File: config.mk
export PLATFORM = sky130hd
export DESIGN_NAME = popcnt_accum
export DESIGN_NICKNAME = d
export VERILOG_FILES = /design/src/rtl/popcnt_pkg.sv /design/src/rtl/onehot_dec13.sv /design/src/rtl/popcnt_accum.sv
export SDC_FILE = /design/constraint.sdc
export NUM_CORES = 1
export LEC_CHECK = 0
export CAP_MARGIN = 25
export CORE_MARGIN = 10
export CORE_UTILIZATION = 35
export CTS_CLUSTER_DIAMETER = 200
export DETAILED_ROUTE_END_ITERATION = 16
export PLACE_DENSITY = 0.54
export SETUP_SLACK_MARGIN = 0.1
export SLEW_MARGIN = 20
export SYNTH_ARGS = -nofsm -noshare
export SYNTH_HDL_FRONTEND = slang
export SYNTH_SLANG_ARGS = --single-unit
File: constraint.sdc
create_clock -name clk -period 15.2 [get_ports clk]
set_input_delay 1.52 -clock clk [delete_from_list [all_inputs] [get_ports clk]]
set_output_delay 1.52 -clock clk [all_outputs]
set_load 0.05 [all_outputs]
File: src/rtl/popcnt_pkg.sv
// Shared definitions for the popcount frame path: widths, FSM states and the
// one-hot to binary conversion used by every consumer of the counter stage.
package popcnt_pkg;

    localparam int ONEHOT_W = 13;
    localparam int COUNT_W  = 4;

    typedef enum logic {
        ACCUM = 1'b0,
        HOLD  = 1'b1
    } state_t;

    // Returns {bad, count}; zero or multiple set bits give bad = 1 and count = 0.
    function automatic logic [COUNT_W:0] onehot_to_bin(input logic [ONEHOT_W-1:0] onehot);
        logic [COUNT_W-1:0] idx;
        logic [COUNT_W-1:0] ones;
        logic               bad;
        idx  = '0;
        ones = '0;
        for (int k = 0; k < ONEHOT_W; k++) begin
            if (onehot[k]) begin
                idx  = COUNT_W'(k);
                ones = ones + COUNT_W'(1);
            end
        end
        bad = (ones != COUNT_W'(1));
        return {bad, (bad ? COUNT_W'(0) : idx)};
    endfunction

endpackage

File: src/rtl/onehot_dec13.sv
// Combinational 13-bit one-hot to binary decoder with a malformed-input flag.
module onehot_dec13
    import popcnt_pkg::*;
(
    input  logic [ONEHOT_W-1:0] onehot_i,
    output logic [COUNT_W-1:0]  count_o,
    output logic                bad_o
);

    logic [COUNT_W:0] dec;

    always_comb begin
        dec = onehot_to_bin(onehot_i);
    end

    assign bad_o   = dec[COUNT_W];
    assign count_o = dec[COUNT_W-1:0];

endmodule

File: src/rtl/popcnt_accum.sv
// Frame accumulator behind the one-hot popcount stage: sums FRAME_LEN beats,
// tracks the per-frame maximum and error sticky, and holds each frame result.
module popcnt_accum
    import popcnt_pkg::*;
#(
    parameter int FRAME_LEN = 16,
    parameter int ACC_W     = 12
) (
    input  logic             clk,
    input  logic             rst_n,
    input  logic             in_valid,
    output logic             in_ready,
    input  logic [12:0]      in_onehot,
    output logic             out_valid,
    input  logic             out_ready,
    output logic [ACC_W-1:0] out_total,
    output logic [3:0]       out_max,
    output logic             out_err,
    output logic             dbg_state
);

    // Handshakes: a transfer happens on a rising edge where valid and ready are
    // both high; valid never waits on ready, and out_* hold while valid & !ready.

    localparam int                BEAT_W    = 8;
    localparam logic [BEAT_W-1:0] LAST_BEAT = BEAT_W'(FRAME_LEN - 1);

    state_t             state_q;
    logic [BEAT_W-1:0]  beat_cnt_q;
    logic [ACC_W-1:0]   acc_q;
    logic [ACC_W-1:0]   acc_d;
    logic [COUNT_W-1:0] max_q;
    logic [COUNT_W-1:0] max_d;
    logic               err_q;
    logic               err_d;
    logic               out_valid_q;
    logic [ACC_W-1:0]   out_total_q;
    logic [COUNT_W-1:0] out_max_q;
    logic               out_err_q;

    logic [COUNT_W-1:0] beat_count;
    logic               beat_bad;
    logic               accept;
    logic               last_beat;

    onehot_dec13 u_dec (
        .onehot_i (in_onehot),
        .count_o  (beat_count),
        .bad_o    (beat_bad)
    );

    // Ready comes only from registered state, so no out_ready pass-through.
    assign in_ready  = rst_n && (state_q == ACCUM);
    assign accept    = in_valid && in_ready;
    assign last_beat = (beat_cnt_q == LAST_BEAT);

    always_comb begin
        acc_d = acc_q + ACC_W'(beat_count);
        max_d = (beat_count > max_q) ? beat_count : max_q;
        err_d = err_q | beat_bad;
    end

    always_ff @(posedge clk) begin
        if (!rst_n) begin
            state_q     <= ACCUM;
            beat_cnt_q  <= '0;
            acc_q       <= '0;
            max_q       <= '0;
            err_q       <= 1'b0;
            out_valid_q <= 1'b0;
            out_total_q <= '0;
            out_max_q   <= '0;
            out_err_q   <= 1'b0;
        end else begin
            case (state_q)
                ACCUM: begin
                    if (accept) begin
                        if (last_beat) begin
                            out_total_q <= acc_d;
                            out_max_q   <= max_d;
                            out_err_q   <= err_d;
                            out_valid_q <= 1'b1;
                            acc_q       <= '0;
                            max_q       <= '0;
                            err_q       <= 1'b0;
                            beat_cnt_q  <= '0;
                            state_q     <= HOLD;
                        end else begin
                            acc_q      <= acc_d;
                            max_q      <= max_d;
                            err_q      <= err_d;
                            beat_cnt_q <= beat_cnt_q + BEAT_W'(1);
                        end
                    end
                end
                HOLD: begin
                    if (out_ready) begin
                        out_valid_q <= 1'b0;
                        state_q     <= ACCUM;
                    end
                end
                default: begin
                    out_valid_q <= 1'b0;
                    state_q     <= ACCUM;
                end
            endcase
        end
    end

    assign out_valid = out_valid_q;
    assign out_total = out_total_q;
    assign out_max   = out_max_q;
    assign out_err   = out_err_q;
    assign dbg_state = (state_q == HOLD);

endmodule

==> results of run 1 <==
[logic make-up after synthesis]
family	count (synthesis)	share of synthesized area [%]
xor+xnor	41	14.2
fa+ha+maj	22	8.83
buf+inv	43	5.51
compound gates	92	19.1
flops	44	27.5
mux	5	1.99
simple gates	153	22.8
[flip-flops by register name, summed over array words and instances, names as in the netlist]
| name | count |
|---|---|
| beat_cnt_q | 8 |
| max_q | 4 |
| dbg_state | 1 |
| out_total | 12 |
| out_valid | 1 |
| out_err | 1 |
| out_max | 4 |
| err_q | 1 |
| acc_q | 12 |
[routing by layer]
layer	GRT usage (%)	part of all wire, %	vias to the layer above	routed length (um)
met5	0	0	-	0
met4	2.50	1.0	0	69
met3	2.89	5.5	9	382
met2	15.6	44	41	3020
met1	14.2	50	1259	3460
li1	-	-	1443	-
[cell usage in the layout (no fill, tap or decap), types with 5 or more instances in the layout]
cell type / instances
inv_1: 19
xnor2_1: 22
xor2_1: 12
o21ai_0: 33
and2_1: 10
a21oi_1: 14
clkdlybuf4s50_1: 36
clkbuf_8: 5
nand2_1: 49
ha_1: 21
nor2_1: 35
dfxtp_1: 44
a22oi_1: 11
nand4_1: 6
o41ai_1: 6
nor2b_1: 13
nand3_1: 20
and3_1: 5
[cell type report]
type / instances / area [um2]
repair buffers: 38 / 383
flip-flops and latches: 44 / 881
multi-input cells: 313 / 2140
fillers: 910 / 5100
inverters: 20 / 76.3
clock inverters: 3 / 18.8
clock buffers: 5 / 68.8
well taps: 108 / 135
[power breakdown]
part / internal (mW) / switching [mW]
logic: 0.106 / 0.143
registers: 0.120 / 0.00323
clock network: 0.0321 / 0.0411
total: 0.257 / 0.187
[final timing paths]
kind / startpoint / to / slack, ps
worst max-delay path: in_onehot[0] / acc_q[10] / 4100
worst min-delay path: out_total[0] / out_total[0] / 460
worst max register to register: acc_q[0] / acc_q[10] / 12680
worst min register to register: out_total[0] / out_total[0] / 460
[worst max-delay path, delay by kind of cell]
kind	cells	cell delay (ps)
AO/OA/AOI/OAI	14	2150
multiplexers	3	630
AND/OR/NAND/NOR	12	1830
buffers and inverters	6	830
adder cells (fa/ha/maj)	13	3910
XOR/XNOR	2	430
[stage by stage]
step           worst slack (ps)  util, %  power, mW
2_1_floorplan              5170        -      0.339
3_3_place_gp               3970     40.9      0.371
3_5_place_dp               3720     40.9      0.375
4_1_cts                    4010     41.9      0.450
5_1_grt                    3310     42.1      0.487
6_report                   4100     42.1      0.445
==> results.py, run 1 <==
metrics = {
    "setup_path": {
        "required_ps": 15400,
        "crit_arrival_ps": 11300,
        "slowest_stage": "clkdlybuf4s50_1",
        "crit_fanout": 16,
        "r2r_cells": 12,
        "crit_path_start_kind": "primary input",
        "cp-end-kind": "flop",
        "crit_type": "primary input to flop",
        "slowest_delay_ps": 480,
        "crit_top_cell": "ha_1",
    },
    "timing": {
        "period_share_pct": 73.0,
        "rsz0062_at_grt": "false",
        "drv_slew": 0,
        "maxSlewHeadroom_pct": 53.6,
        "skew_ps": 6.45,
        "holdWs_ps": 459,
        "hold_viol_final": 0,
        "setup_violations": 0,
        "max_freq_ghz": 0.0901,
        "worstMarginPinSlew_ps": 694,
        "period_needed_ps": 11100,
        "fin_setup_tns_ps": 0,
    },
    "placement": {
        "port_buffers": 36,
        "hpwl_mm": 5.19,
        "placed_area_mm2": 0.00360,
        "dp.cells": 522,
        "place.gp.congestion": 0.777,
    },
    "routing": {
        "viasPerCell": 5.18,
        "wl_per_cell_um": 13.1,
        "firstDrtPassIters": 4,
        "vias": 2752,
        "post-route-drc-count": 0,
        "drt_iter0_drc": 120,
        "drt_wl_total_mm": 6.93,
        "ant_nets": 0,
    },
    "synth": {
        "synthesis.nets": 439,
        "yosys-top-cells-count": "49 x nand2_1, 44 x dfxtp_1, 35 x nor2_1, 33 x o21ai_0, 22 x xnor2_1",
        "ys_warn_count": 0,
        "syn_inst": 400,
        "yosysTopAreaCellShare_pct": 27.5,
        "synthDistinctLibCells": 62,
        "synthTopCellsByArea": "dfxtp_1 28%, ha_1 8.2%, xnor2_1 6.0%",
        "yosysTopAreaCell": "dfxtp_1",
        "synth_edf_count": 0,
        "synth-seq-area-share_pct": 27.5,
        "syn_area_per_cell_um2": 8.00,
        "ys_ff_latch": 44,
        "syn-cell-area_mm2": 0.00320,
        "synth-main-ff-cell": "dfxtp_1",
        "synth.most_common_cell": "nand2_1",
        "synth-async-reset-ratio_pct": 0,
    },
    "cts": {
        "cts_sinks": 44,
        "cts_tree": "done",
        "clock_tree.root_cell": "clkbuf_8",
        "clkTransAtPathRegs_ps": 90,
        "cts_buffers": 5,
        "cts_buffer_depth": 2,
        "cts_resized": 0,
        "h-tree-depth": 2,
        "ctsHoldBuffers": 0,
        "insertion_delay_ps": 290,
        "cts_setup_buffers": 0,
    },
    "floorplanning": {
        "std_cell_rows": 34,
        "dieArea_mm2": 0.0134,
        "core_mm2": 0.00881,
        "io_pins": 37,
        "start_util_pct": 36.4,
        "dieHeight_um": 116,
        "dieWidth_um": 116,
    },
    "power": {
        "power.density_mw_per_mm2": 120,
        "leakage_nw": 1.42,
        "ir_drop_mv": 0.0411,
    },
    "global_routing": {
        "grt_max_degree": 36,
        "grt_pass1_vias": 2451,
        "antenna_found_initial": 0,
        "grt_overflow": 0,
        "grt_pass1_wl_mm": 11.7,
        "grt_usage_pct": 10.3,
    },
    "layout": {
        "final_layout_size_suffix_gt1_share_pct": 5.20,
        "area_growth_pct": 15.8,
        "stdcell_count": 531,
        "final_nets": 461,
        "stdcell_area_mm2": 0.00371,
        "n_antenna_cell": 0,
    },
    "hold_path": {
        "whs_path_depth": 2,
        "min_path_type": "flop to flop",
    },
    "run_status": {
        "status": "finished, final reports clean",
    },
    "job": {
        "maxCapViolCount": 0,
    },
}
Power figures use the tool's default switching activity.
==> inputs of run 2 (changes only) <==
PLACE_DENSITY = 0.56   (was 0.54)
clock period = 9.7 ns   (was 15.2 ns; I/O delays follow)
==> run 2 against run 1 <==
  * Via count increased by 3.4%
  * Largest cell class unchanged
  * Global-route usage is 1.0 points higher
  * Combinational power grew 110%
  * Clock skew up 3.2 ps
  * Die area unchanged
  * Clock power is 49% higher
  * Final cell count is 7.2% higher
  * First-iteration DRC count is 3.3% higher
  * Sequential power up 56%
  * Critical endpoint is now acc_q[11]
  * Flip-flop and latch count did not move
  * Highest routed layer unchanged
  * Wire length rose by 6.1%
  * Power rose by 86%
==> results.py, run 2 (synthesis results as in run 1) <==
metrics = {
    "run_status": {
        "status": "finished, final reports clean",
    },
    "cts": {
        "insertion_delay_ps": 290,
        "clock_tree.root_cell": "clkbuf_8",
        "clkTransAtPathRegs_ps": 80,
        "cts_buffers": 5,
        "cts_buffer_depth": 2,
        "cts_sinks": 44,
        "ctsHoldBuffers": 0,
        "h-tree-depth": 2,
        "cts_tree": "done",
    },
    "hold_path": {
        "whs_path_depth": 2,
        "min_path_type": "flop to flop",
        "whs_endpoint": "out_total[3]",
        "min_from": "out_total[3]",
    },
    "routing": {
        "post-route-drc-count": 0,
        "vias": 2845,
        "ant_nets": 0,
        "viasPerCell": 5.00,
        "drt_wl_total_mm": 7.35,
        "firstDrtPassIters": 4,
        "wl_per_cell_um": 12.9,
        "drt_iter0_drc": 124,
    },
    "timing": {
        "period_needed_ps": 9050,
        "period_share_pct": 93.3,
        "drv_slew": 0,
        "setup_slack_ps": 646,
        "maxSlewHeadroom_pct": 56.6,
        "holdWs_ps": 456,
        "worstMarginPinSlew_ps": 645,
        "hold_viol_final": 0,
        "rsz0062_at_grt": "false",
        "skew_ps": 9.67,
        "max_freq_ghz": 0.110,
        "setup_violations": 0,
    },
    "global_routing": {
        "grt_pass1_vias": 2888,
        "grt_pass1_wl_mm": 13.0,
        "grt_overflow": 0,
        "grt_usage_pct": 11.3,
        "antenna_found_initial": 0,
        "grt_max_degree": 36,
    },
    "setup_path": {
        "timing.rr.end": "out_max[1]",
        "crit_fanout": 5,
        "reg2reg_setup_slack_ps": 7150,
        "crit_type": "primary input to flop",
        "r2r_cells": 8,
        "crit_path_start_kind": "primary input",
        "crit_top_cell": "ha_1",
        "r2r-start": "dbg_state",
        "slowest_delay_ps": 330,
        "slowest_stage": "a211o_1",
        "crit_arrival_ps": 9240,
        "required_ps": 9880,
        "cp-end-kind": "flop",
    },
    "layout": {
        "area_growth_pct": 28.4,
        "post-route-util_pct": 46.7,
        "stdcell_area_mm2": 0.00411,
        "final_layout_size_suffix_gt1_share_pct": 18.4,
        "mostFrequentLayoutCell": "nand2_1",
        "final_nets": 500,
        "n_antenna_cell": 0,
        "mostFrequentLayoutCells": "46 x nand2_1, 44 x dfxtp_1, 40 x buf_4",
    },
    "floorplanning": {
        "dieWidth_um": 116,
        "dieHeight_um": 116,
        "start_util_pct": 36.4,
        "dieArea_mm2": 0.0134,
        "io_pins": 37,
        "core_mm2": 0.00881,
        "std_cell_rows": 34,
    },
    "placement": {
        "place.gp.congestion": 0.813,
        "pre_cts_ws_ps": -256,
        "placed_area_mm2": 0.00387,
        "hpwl_mm": 5.44,
        "port_buffers": 36,
    },
    "power": {
        "finalPower_mw": 0.829,
        "power.density_mw_per_mm2": 202,
        "leakage_nw": 1.63,
        "ir_drop_mv": 0.0982,
    },
    "job": {
        "maxCapViolCount": 0,
    },
}
## run 2: cell types whose count changed in the layout (fill, tap and decap cells not counted), sizes merged
cell and delta:
clkinv -2, clkdlybuf4s50 -3, dlymetal6s2s +3, clkbuf +1, buf +39
## run 2: metrics by stage
stage,setup TNS [ps],cells
floorplan,0,400
global placement,-255,557
detailed placement,-1510,557
CTS,0,566
global route,0,569
finish,0,569
## run 2: worst max-delay path by stage
stage	cells past startpoint	to	slack, ps	start
final	49	acc_q[11]	650	in_onehot[1]
after global routing	50	acc_q[10]	100	in_onehot[1]
after global placement	49	acc_q[11]	-120	in_onehot[0]
after detailed placement	49	acc_q[11]	-260	in_onehot[0]
after CTS	50	acc_q[10]	110	in_onehot[0]
after floorplan	50	acc_q[10]	220	in_onehot[0]
## run 2: where the power goes
group	switching [mW]	internal [mW]
Clock	0.0595	0.0491
Sequential	0.00479	0.187
Combinational	0.262	0.266
Total	0.326	0.502
## run 2: final cells by class
class                   count  area (um2)
fillers                   873        4700
multi-input cells         313        2260
flip-flops and latches     44         881
repair buffers             77         679
well taps                 108         135
inverters                  20        76.3
clock buffers               6        72.6
clock inverters             1        5.00
## run 2: repair_timing
item / 4_1_cts / 5_1_grt
buffers inserted: 2 / 3
gates resized for setup: 4 / 30
pin swaps: 1 / 15
endpoints found under the setup margin: 4 / 25
## run 2: worst max-delay path: cells and delay by family
| kind | cells | cell delay, ps |
|---|---|---|
| muxes | 3 | 540 |
| and+or+nand+nor | 11 | 1380 |
| AOI/OAI and AO/OA | 16 | 2170 |
| xor gates and xnor gates | 2 | 350 |
| adders and majority gates | 12 | 3340 |
| buffers and inverters | 5 | 440 |
## run 2: layer usage
metal	global-route usage, %	up-vias	share of wire (%)
li1	-	1514	-
met4	2.25	0	0.80
met5	0	-	0
met2	18.8	28	45
met3	2.79	6	3.5
met1	14.7	1297	51
